$ cat config.mk
export PLATFORM = sky130hd
export DESIGN_NAME = mips_selftest_ctrl
export DESIGN_NICKNAME = d
export VERILOG_FILES = /design/src/rtl/mips_test_pkg.sv /design/src/rtl/selftest_result_log.sv /design/src/rtl/mips_selftest_ctrl.sv
export SDC_FILE = /design/constraint.sdc
export NUM_CORES = 1
export LEC_CHECK = 0
export BUFFER_PORTS_ARGS = -buffer_cell sky130_fd_sc_hd__buf_4
export CAP_MARGIN = 20
export CELL_PAD_IN_SITES_DETAIL_PLACEMENT = 1
export CELL_PAD_IN_SITES_GLOBAL_PLACEMENT = 1
export CORE_MARGIN = 3
export CORE_UTILIZATION = 31
export CTS_CLUSTER_SIZE = 16
export DETAILED_ROUTE_END_ITERATION = 8
export PLACE_DENSITY_LB_ADDON = 0.1
export SETUP_SLACK_MARGIN = 0.15
export SLEW_MARGIN = 0
export SYNTH_ARGS = -nofsm -noshare
export SYNTH_HDL_FRONTEND = slang
export SYNTH_SLANG_ARGS = --single-unit
$ cat constraint.sdc
create_clock -name clk -period 2.4 [get_ports clk]
set_input_delay 0.48 -clock clk [delete_from_list [all_inputs] [get_ports clk]]
set_output_delay 0.48 -clock clk [all_outputs]
set_load 0.01 [all_outputs]
$ cat src/rtl/mips_test_pkg.sv
// Shared definitions for the MIPS self-test sequencer.
// Contents: default widths, sequencer state enum, check-kind constants and
// the helper that picks the first phase with nonzero length.
package mips_test_pkg;

    localparam int unsigned DEF_DATA_W = 32;
    localparam int unsigned DEF_ADDR_W = 8;
    localparam int unsigned DEF_CHK_W  = 4;
    localparam int unsigned DEF_CYC_W  = 16;
    localparam int unsigned RF_ADDR_W  = 5;

    localparam logic CHK_RF = 1'b0;
    localparam logic CHK_DM = 1'b1;

    typedef enum logic [2:0] {
        ST_IDLE,
        ST_LOAD,
        ST_RUN,
        ST_CHECK,
        ST_DONE
    } st_e;

    // Empty phases are skipped: return the earliest phase that has work.
    function automatic st_e first_phase(input logic has_load,
                                        input logic has_run,
                                        input logic has_chk);
        if (has_load) begin
            return ST_LOAD;
        end else if (has_run) begin
            return ST_RUN;
        end else if (has_chk) begin
            return ST_CHECK;
        end
        return ST_DONE;
    endfunction

endpackage

$ cat src/rtl/selftest_result_log.sv
// Comparator and result log for the self-test check phase.
// Ports: clk/reset (sync, active-high); clear starts a fresh result set;
// valid marks a compare cycle; idx/got/exp_val describe the current check;
// mismatch_c is the combinational compare result; err_count saturates at
// all-ones; fail_idx/fail_got/fail_exp hold the first mismatch only.
module selftest_result_log #(
    parameter int unsigned DATA_W = 32,
    parameter int unsigned CHK_W  = 4
) (
    input  logic              clk,
    input  logic              reset,
    input  logic              clear,
    input  logic              valid,
    input  logic [CHK_W-1:0]  idx,
    input  logic [DATA_W-1:0] got,
    input  logic [DATA_W-1:0] exp_val,
    output logic              mismatch_c,
    output logic [CHK_W:0]    err_count,
    output logic [CHK_W-1:0]  fail_idx,
    output logic [DATA_W-1:0] fail_got,
    output logic [DATA_W-1:0] fail_exp
);

    assign mismatch_c = valid && (got != exp_val);

    // Error counter with saturation and first-failure capture.
    always_ff @(posedge clk) begin
        if (reset || clear) begin
            err_count <= '0;
            fail_idx  <= '0;
            fail_got  <= '0;
            fail_exp  <= '0;
        end else if (mismatch_c) begin
            if (err_count == '0) begin
                fail_idx <= idx;
                fail_got <= got;
                fail_exp <= exp_val;
            end
            if (err_count != '1) begin
                err_count <= err_count + (CHK_W+1)'(1);
            end
        end
    end

endmodule

$ cat src/rtl/mips_selftest_ctrl.sv
// Self-test sequencer for the single-cycle MIPS core: loads IMEM from a ROM
// with the core held in reset, runs the core for a set number of cycles, then
// walks a check table against the RF/DMEM debug ports.
// Ports: start/prog_len/run_cycles/chk_count configure a run; prog_addr/
// prog_data read the ROM; imem_* write IMEM; cpu_reset holds the core PC;
// chk_idx/chk_kind/chk_addr/chk_expect read the check table; dbg_* read the
// RF and DMEM; busy/done/pass/err_count/fail_* report the result.
module mips_selftest_ctrl
    import mips_test_pkg::*;
#(
    parameter int unsigned DATA_W       = DEF_DATA_W,
    parameter int unsigned ADDR_W       = DEF_ADDR_W,
    parameter int unsigned CHK_W        = DEF_CHK_W,
    parameter int unsigned CYC_W        = DEF_CYC_W,
    parameter bit          STOP_ON_FAIL = 1'b1
) (
    input  logic              clk,
    input  logic              reset,
    input  logic              start,
    input  logic [ADDR_W-1:0] prog_len,
    input  logic [CYC_W-1:0]  run_cycles,
    input  logic [CHK_W:0]    chk_count,
    output logic [ADDR_W-1:0] prog_addr,
    input  logic [DATA_W-1:0] prog_data,
    output logic              imem_we,
    output logic [ADDR_W-1:0] imem_waddr,
    output logic [DATA_W-1:0] imem_wdata,
    output logic              cpu_reset,
    output logic [CHK_W-1:0]  chk_idx,
    input  logic              chk_kind,
    input  logic [ADDR_W-1:0] chk_addr,
    input  logic [DATA_W-1:0] chk_expect,
    output logic [4:0]        dbg_rf_addr,
    input  logic [DATA_W-1:0] dbg_rf_data,
    output logic [ADDR_W-1:0] dbg_dm_addr,
    input  logic [DATA_W-1:0] dbg_dm_data,
    output logic              busy,
    output logic              done,
    output logic              pass,
    output logic [CHK_W:0]    err_count,
    output logic [CHK_W-1:0]  fail_idx,
    output logic [DATA_W-1:0] fail_got,
    output logic [DATA_W-1:0] fail_exp
);

    st_e               state;
    st_e               tgt_c;
    logic              adv_c;
    logic [ADDR_W-1:0] len_q;
    logic [CHK_W:0]    nchk_q;
    logic [CYC_W-1:0]  run_cnt;
    logic [ADDR_W:0]   ld_cnt;
    logic              ph_b;
    logic              idle_c;
    logic              clear_c;
    logic              chk_valid_c;
    logic              last_chk_c;
    logic              mismatch_c;
    logic              pass_next_c;
    logic [DATA_W-1:0] got_c;

    // ROM data lands one cycle after its address, aligned with the delayed write strobe.
    assign imem_wdata = prog_data;

    assign idle_c      = (state == ST_IDLE) || (state == ST_DONE);
    assign clear_c     = adv_c && idle_c;
    assign chk_valid_c = (state == ST_CHECK) && ph_b;
    assign last_chk_c  = ({1'b0, chk_idx} + (CHK_W+1)'(1)) == nchk_q;

    // Debug addresses only carry the table address during compare cycles.
    assign dbg_rf_addr = (chk_valid_c && chk_kind == CHK_RF) ? RF_ADDR_W'(chk_addr) : '0;
    assign dbg_dm_addr = (chk_valid_c && chk_kind == CHK_DM) ? chk_addr : '0;
    assign got_c       = (chk_kind == CHK_RF) ? dbg_rf_data : dbg_dm_data;

    // On start the old error count is about to be cleared, so it must not gate pass.
    assign pass_next_c = idle_c || ((err_count == '0) && !mismatch_c);

    // Phase-exit detection and the phase that follows.
    always_comb begin
        adv_c = 1'b0;
        tgt_c = state;
        case (state)
            ST_IDLE, ST_DONE: begin
                if (start) begin
                    adv_c = 1'b1;
                    tgt_c = first_phase(prog_len != '0, run_cycles != '0, chk_count != '0);
                end
            end
            ST_LOAD: begin
                if (ld_cnt == {1'b0, len_q}) begin
                    adv_c = 1'b1;
                    tgt_c = first_phase(1'b0, run_cnt != '0, nchk_q != '0);
                end
            end
            ST_RUN: begin
                if (run_cnt == CYC_W'(1)) begin
                    adv_c = 1'b1;
                    tgt_c = first_phase(1'b0, 1'b0, nchk_q != '0);
                end
            end
            ST_CHECK: begin
                if (ph_b && (last_chk_c || (STOP_ON_FAIL && mismatch_c))) begin
                    adv_c = 1'b1;
                    tgt_c = ST_DONE;
                end
            end
            default: begin
                adv_c = 1'b1;
                tgt_c = ST_IDLE;
            end
        endcase
    end

    // Sequencer state, counters and registered outputs.
    always_ff @(posedge clk) begin
        if (reset) begin
            state      <= ST_IDLE;
            cpu_reset  <= 1'b1;
            busy       <= 1'b0;
            done       <= 1'b0;
            pass       <= 1'b0;
            imem_we    <= 1'b0;
            imem_waddr <= '0;
            prog_addr  <= '0;
            chk_idx    <= '0;
            len_q      <= '0;
            nchk_q     <= '0;
            run_cnt    <= '0;
            ld_cnt     <= '0;
            ph_b       <= 1'b0;
        end else begin
            imem_we <= 1'b0;
            case (state)
                ST_IDLE, ST_DONE: begin
                    if (start) begin
                        len_q     <= prog_len;
                        nchk_q    <= chk_count;
                        run_cnt   <= run_cycles;
                        prog_addr <= '0;
                        ld_cnt    <= '0;
                        chk_idx   <= '0;
                        ph_b      <= 1'b0;
                    end
                end
                ST_LOAD: begin
                    // ld_cnt counts address-issue cycles; one extra cycle drains the write.
                    if (ld_cnt != {1'b0, len_q}) begin
                        imem_we    <= 1'b1;
                        imem_waddr <= prog_addr;
                        ld_cnt     <= ld_cnt + (ADDR_W+1)'(1);
                        if ((ld_cnt + (ADDR_W+1)'(1)) < {1'b0, len_q}) begin
                            prog_addr <= prog_addr + ADDR_W'(1);
                        end
                    end
                end
                ST_RUN: begin
                    run_cnt <= run_cnt - CYC_W'(1);
                end
                ST_CHECK: begin
                    if (!ph_b) begin
                        ph_b <= 1'b1;
                    end else begin
                        ph_b <= 1'b0;
                        if (!adv_c) begin
                            chk_idx <= chk_idx + CHK_W'(1);
                        end
                    end
                end
                default: ;
            endcase
            if (adv_c) begin
                state     <= tgt_c;
                cpu_reset <= (tgt_c != ST_RUN);
                busy      <= (tgt_c == ST_LOAD) || (tgt_c == ST_RUN) || (tgt_c == ST_CHECK);
                done      <= (tgt_c == ST_DONE);
                pass      <= (tgt_c == ST_DONE) && pass_next_c;
            end
        end
    end

    selftest_result_log #(
        .DATA_W (DATA_W),
        .CHK_W  (CHK_W)
    ) u_log (
        .clk        (clk),
        .reset      (reset),
        .clear      (clear_c),
        .valid      (chk_valid_c),
        .idx        (chk_idx),
        .got        (got_c),
        .exp_val    (chk_expect),
        .mismatch_c (mismatch_c),
        .err_count  (err_count),
        .fail_idx   (fail_idx),
        .fail_got   (fail_got),
        .fail_exp   (fail_exp)
    );

endmodule

==> results summary <==
The flow ran to the end, but the final reports show violations. The final reports fail on setup timing. The tool flagged a number of max-cap violations equal to 0. After global routing, the most crowded layer is met2. Counting every instance in the synthesized netlist gives 841. The critical path is of the input pin to flip-flop type. After layout, the design draws a total of 0.008704 W. Counting flops with an async set or reset pin after synthesis yields a share of 0%. The category of cells accounting for the largest share of critical-path delay is buffers and inverters. Clock latency on the worst-skew pair, taken at its later pin, is ~0.43 ns.

Counting flops with a built-in enable in the synthesized netlist gives 0. The switching part of the total power is between 30% and 40%. In the synthesized netlist the dominant register cell turns out to be dfxtp_1.

The total clock sinks is 140. The stage delay of the slowest cell on the critical path is around 0.37 ns. The critical path arrival is 2.92 ns. The worst setup path is launched from an input pin. The die covers 25270 um2.

The setup clock skew after layout is 0.01804 ns. The maximum clock path buffer count is 2. The die extent in x came out at 159.0 um. The cell that appears most often on the critical path is buf_12.

The number of endpoints with negative hold slack in the final report is 0. Setup repair after global routing could not meet its margin everywhere. The count of hold buffers inserted by post-cts repair is 0. The number of pins with negative max-slew slack in the final report is 0. The root buffer selected by CTS is clkbuf_16. Yosys printed 0 warnings. The via count of the first global-routing pass came out at 7881. The slowest library cell on the worst path is nor4_1. At the end of routability-driven placement, the weighted congestion stood at a little under 0.8. The post-detailed-route via-to-cell ratio is a little under 5. The CTS tree is done. The area of the core came out at 22850 um2.

The final-layout setup total negative slack is -9.498 ns. The combinational power share is approximately 33%. The violation count after the first detailed-route iteration is 260. The netlist uses 61 different library cells. The peak supply drop is 0.4523 mV. The post-route non-filler standard cell count came out at 1499.

The total number of H-tree levels is 4. Global routing consumed, on the met2 layer, 42.12% of the routing resources. The synthesized net count came out at 1026. The share of cells above drive strength 1 came out at 49.07%. The number of buffers inserted by port buffering came out at ~250.

The clock network fraction of total power came out at 35.6%. The critical path goes through buf_16 > buf_12 > mux2i_2 > xnor2_1 > nor4_1 > nand4_1 > buf_6 > o21bai_4 > nor2_4 > buf_12 > buf_12 > buf_16 > a211oi_2. The worst-case headroom to the max-slew limit came out at approximately two thirds.

The endpoint required time on the critical path came out at 2.73 ns. The initial antenna violation count is 0. For this run, design rule violations remaining after detail routing come to 0. The clock-pin slew reported for the worst setup and hold paths after clock tree synthesis came out at 0.07 ns. The library cell used most frequently in the layout, excluding fill and tap cells, is buf_4. Sequential cells were found to cover 38.65% of the synthesized design area. The first-pass iteration count of the detailed router is 6. Entering global routing, the biggest net connects 55 pins. The total overflow reported by the global router is 0.

After detailed placement, the design holds a cell count of 1423. The tightest min-delay check is of the input pin to flip-flop type. The count of final setup violators is roughly 80. In this run the static leakage power is 5.052 nW.

The die is approximately 160 um tall. The maximum fanout along the worst path came out at 8. Of the total power, registers draw 31.0%. The global routing usage on met3 is under 10%.

The worst setup path is captured at a flip-flop. The number of core rows is 55. The number of buffers created by CTS is 17. The routed wire length per instance came out at roughly 20 um.

The pin slew with the least headroom to its limit came out at 0.4925 ns. The post-synthesis sequential element count came out at 140. The final worst setup slack is -0.1949 ns.

The library cells used most frequently in the layout, excluding fill and tap cells, are buf_4, dfxtp_1, nor2_1. The hold slack is 0.3038 ns. Global routing consumed, over all layers together, 22.98% of the routing resources. The internal power is 0.005905 W. The initial standard-cell utilization of the core is 31.74%. The final cycle utilization of the critical path is 108.1%.

The maximum clock frequency is 0.3854 GHz. The detailed router placed between 7000 and 8000 vias in this run. The cell area that synthesis handed to floorplanning was a little over 7000 um2. The layout net count is 1358. In this run the power spent charging and discharging nets is 0.002799 W.

The number of placed I/O pins is 312. The wire length of the first global-routing pass came out at 46.09 mm. The power per unit of standard cell area came out at around 700 nW/um2.

The smallest clock period supported by the final layout is computed as between 2 and 3 ns. The mean area per synthesized cell came out at approximately 8.6 um2. The wire length reported by the detailed router came out at 29.54 mm. The slack of the worst reg-to-reg path came out at -0.05 ns.

Counting both buffers and inverters, the worst setup path holds a total of 6. The repair_antennas step left the layout with diodes totalling 0. The half-perimeter wire length of the detailed placement result came out at 19.94 mm.

The number of antenna-violating nets in the routed design came out at 0. The met1 track utilization from global routing is 26.82%. The area overhead of the layout relative to synthesis is 71.26%.
-- power groups by stage --
stage / registers (W) / logic [W] / clock network [W]
5_1_grt: 0.00273 / 0.00319 / 0.00328
3_3_place_gp: 0.00274 / 0.00242 / 0
2_1_floorplan: 0.00271 / 0.00136 / 0
3_5_place_dp: 0.00274 / 0.00244 / 0
4_1_cts: 0.00269 / 0.00265 / 0.00317
6_report: 0.00270 / 0.00291 / 0.00310
-- per-stage QoR --
step	utilization (%)	worst slack, ns	area (um2)
3_5_place_dp	43.66	-0.5141	9976
5_1_grt	54.36	-0.2792	12420
4_1_cts	52.70	-0.06509	12040
6_report	54.36	-0.1949	12420
3_3_place_gp	43.66	-0.5080	9976
2_1_floorplan	-	-0.06944	7422
-- state kept, by name, indices dropped and copies added (netlist names) --
signal,flops
ld_cnt,9
u_log.fail_idx,4
ph_b,1
prog_addr,8
len_q,8
u_log.fail_got,32
done,1
state,3
cpu_reset,1
imem_waddr,8
u_log.fail_exp,32
imem_we,1
chk_idx,4
nchk_q,5
run_cnt,16
u_log.err_count,5
pass,1
busy,1
-- routing by layer --
layer,vias up,routed length [um]
met5,-,0
met4,0,472
met2,223,15500
li1,3565,-
met1,3611,11890
met3,34,1672
-- cells in the mapped netlist (6+ instances only) --
| master | instances | area (um2) |
|---|---|---|
| nor2b_1 | 7 | 43.79 |
| nand3_1 | 18 | 90.09 |
| mux2i_1 | 68 | 680.7 |
| xnor2_1 | 43 | 376.6 |
| buf_6 | 10 | 112.6 |
| nand2_1 | 80 | 300.3 |
| and2_1 | 17 | 106.4 |
| inv_1 | 15 | 56.30 |
| and3_1 | 7 | 43.79 |
| buf_4 | 34 | 255.2 |
| nor2_1 | 124 | 465.5 |
| or3_1 | 7 | 43.79 |
| nand4_1 | 9 | 56.30 |
| nor3_1 | 6 | 30.03 |
| a211oi_1 | 36 | 270.3 |
| a21oi_1 | 52 | 260.3 |
| o21ai_0 | 19 | 95.09 |
| clkbuf_1 | 31 | 116.4 |
| dfxtp_1 | 140 | 2803 |
| xor2_1 | 18 | 157.7 |
| ha_1 | 16 | 200.2 |
| nor4_1 | 15 | 93.84 |
-- path summary, 6_finish.rpt --
kind | from | end | cells after the start
setup / recovery | chk_kind | u_log.fail_got[5] | 13
hold reg to reg | imem_waddr[5] | imem_waddr[5] | 2
hold / removal | run_cycles[5] | run_cnt[5] | 3
setup reg to reg | ld_cnt[0] | prog_addr[6] | 13
-- layout make-up --
type | instances | area (um2)
Fill cell | 2534 | 10430
Multi-Input combinational cell | 610 | 4870
Timing Repair Buffer | 389 | 3602
Sequential cell | 140 | 2818
Clock buffer | 19 | 442.9
Tap cell | 313 | 391.6
Clock inverter | 13 | 239.0
Inverter | 15 | 56.30
-- kinds of logic (layout without fill, tap and decap cells) --
group	count (synthesis)	after routing	synth area share, %
AND/OR/NAND/NOR	321	321	21.24
AO/OA/AOI/OAI	140	140	12.35
flip-flops	140	140	38.65
buffers and inverters	91	436	7.522
multiplexers	72	72	10.11
XOR/XNOR	61	61	7.367
adder cells (fa/ha/maj)	16	16	2.760
-- timing repair --
item	CTS	global route
buffers inserted	20	7
setup endpoints to repair	99	98
resized for setup	158	71
gates cloned	17	0
pin swaps	50	28
-- worst register-to-register path, stage by stage, from the launching register on --
cell and delay, ns:
dfxtp_4 0.37, and3_4 0.19, and3_4 0.20, xor2_2 0.15
ha_1 0.24, o21a_1 0.11, o21ai_1 0.11, a21oi_1 0.06
o21ai_2 0.14, buf_4 0.13, buf_6 0.10, nand4_1 0.11
or3_1 0.33, a21oi_1 0.14
Note: power is estimated with default switching activity, not from simulation.
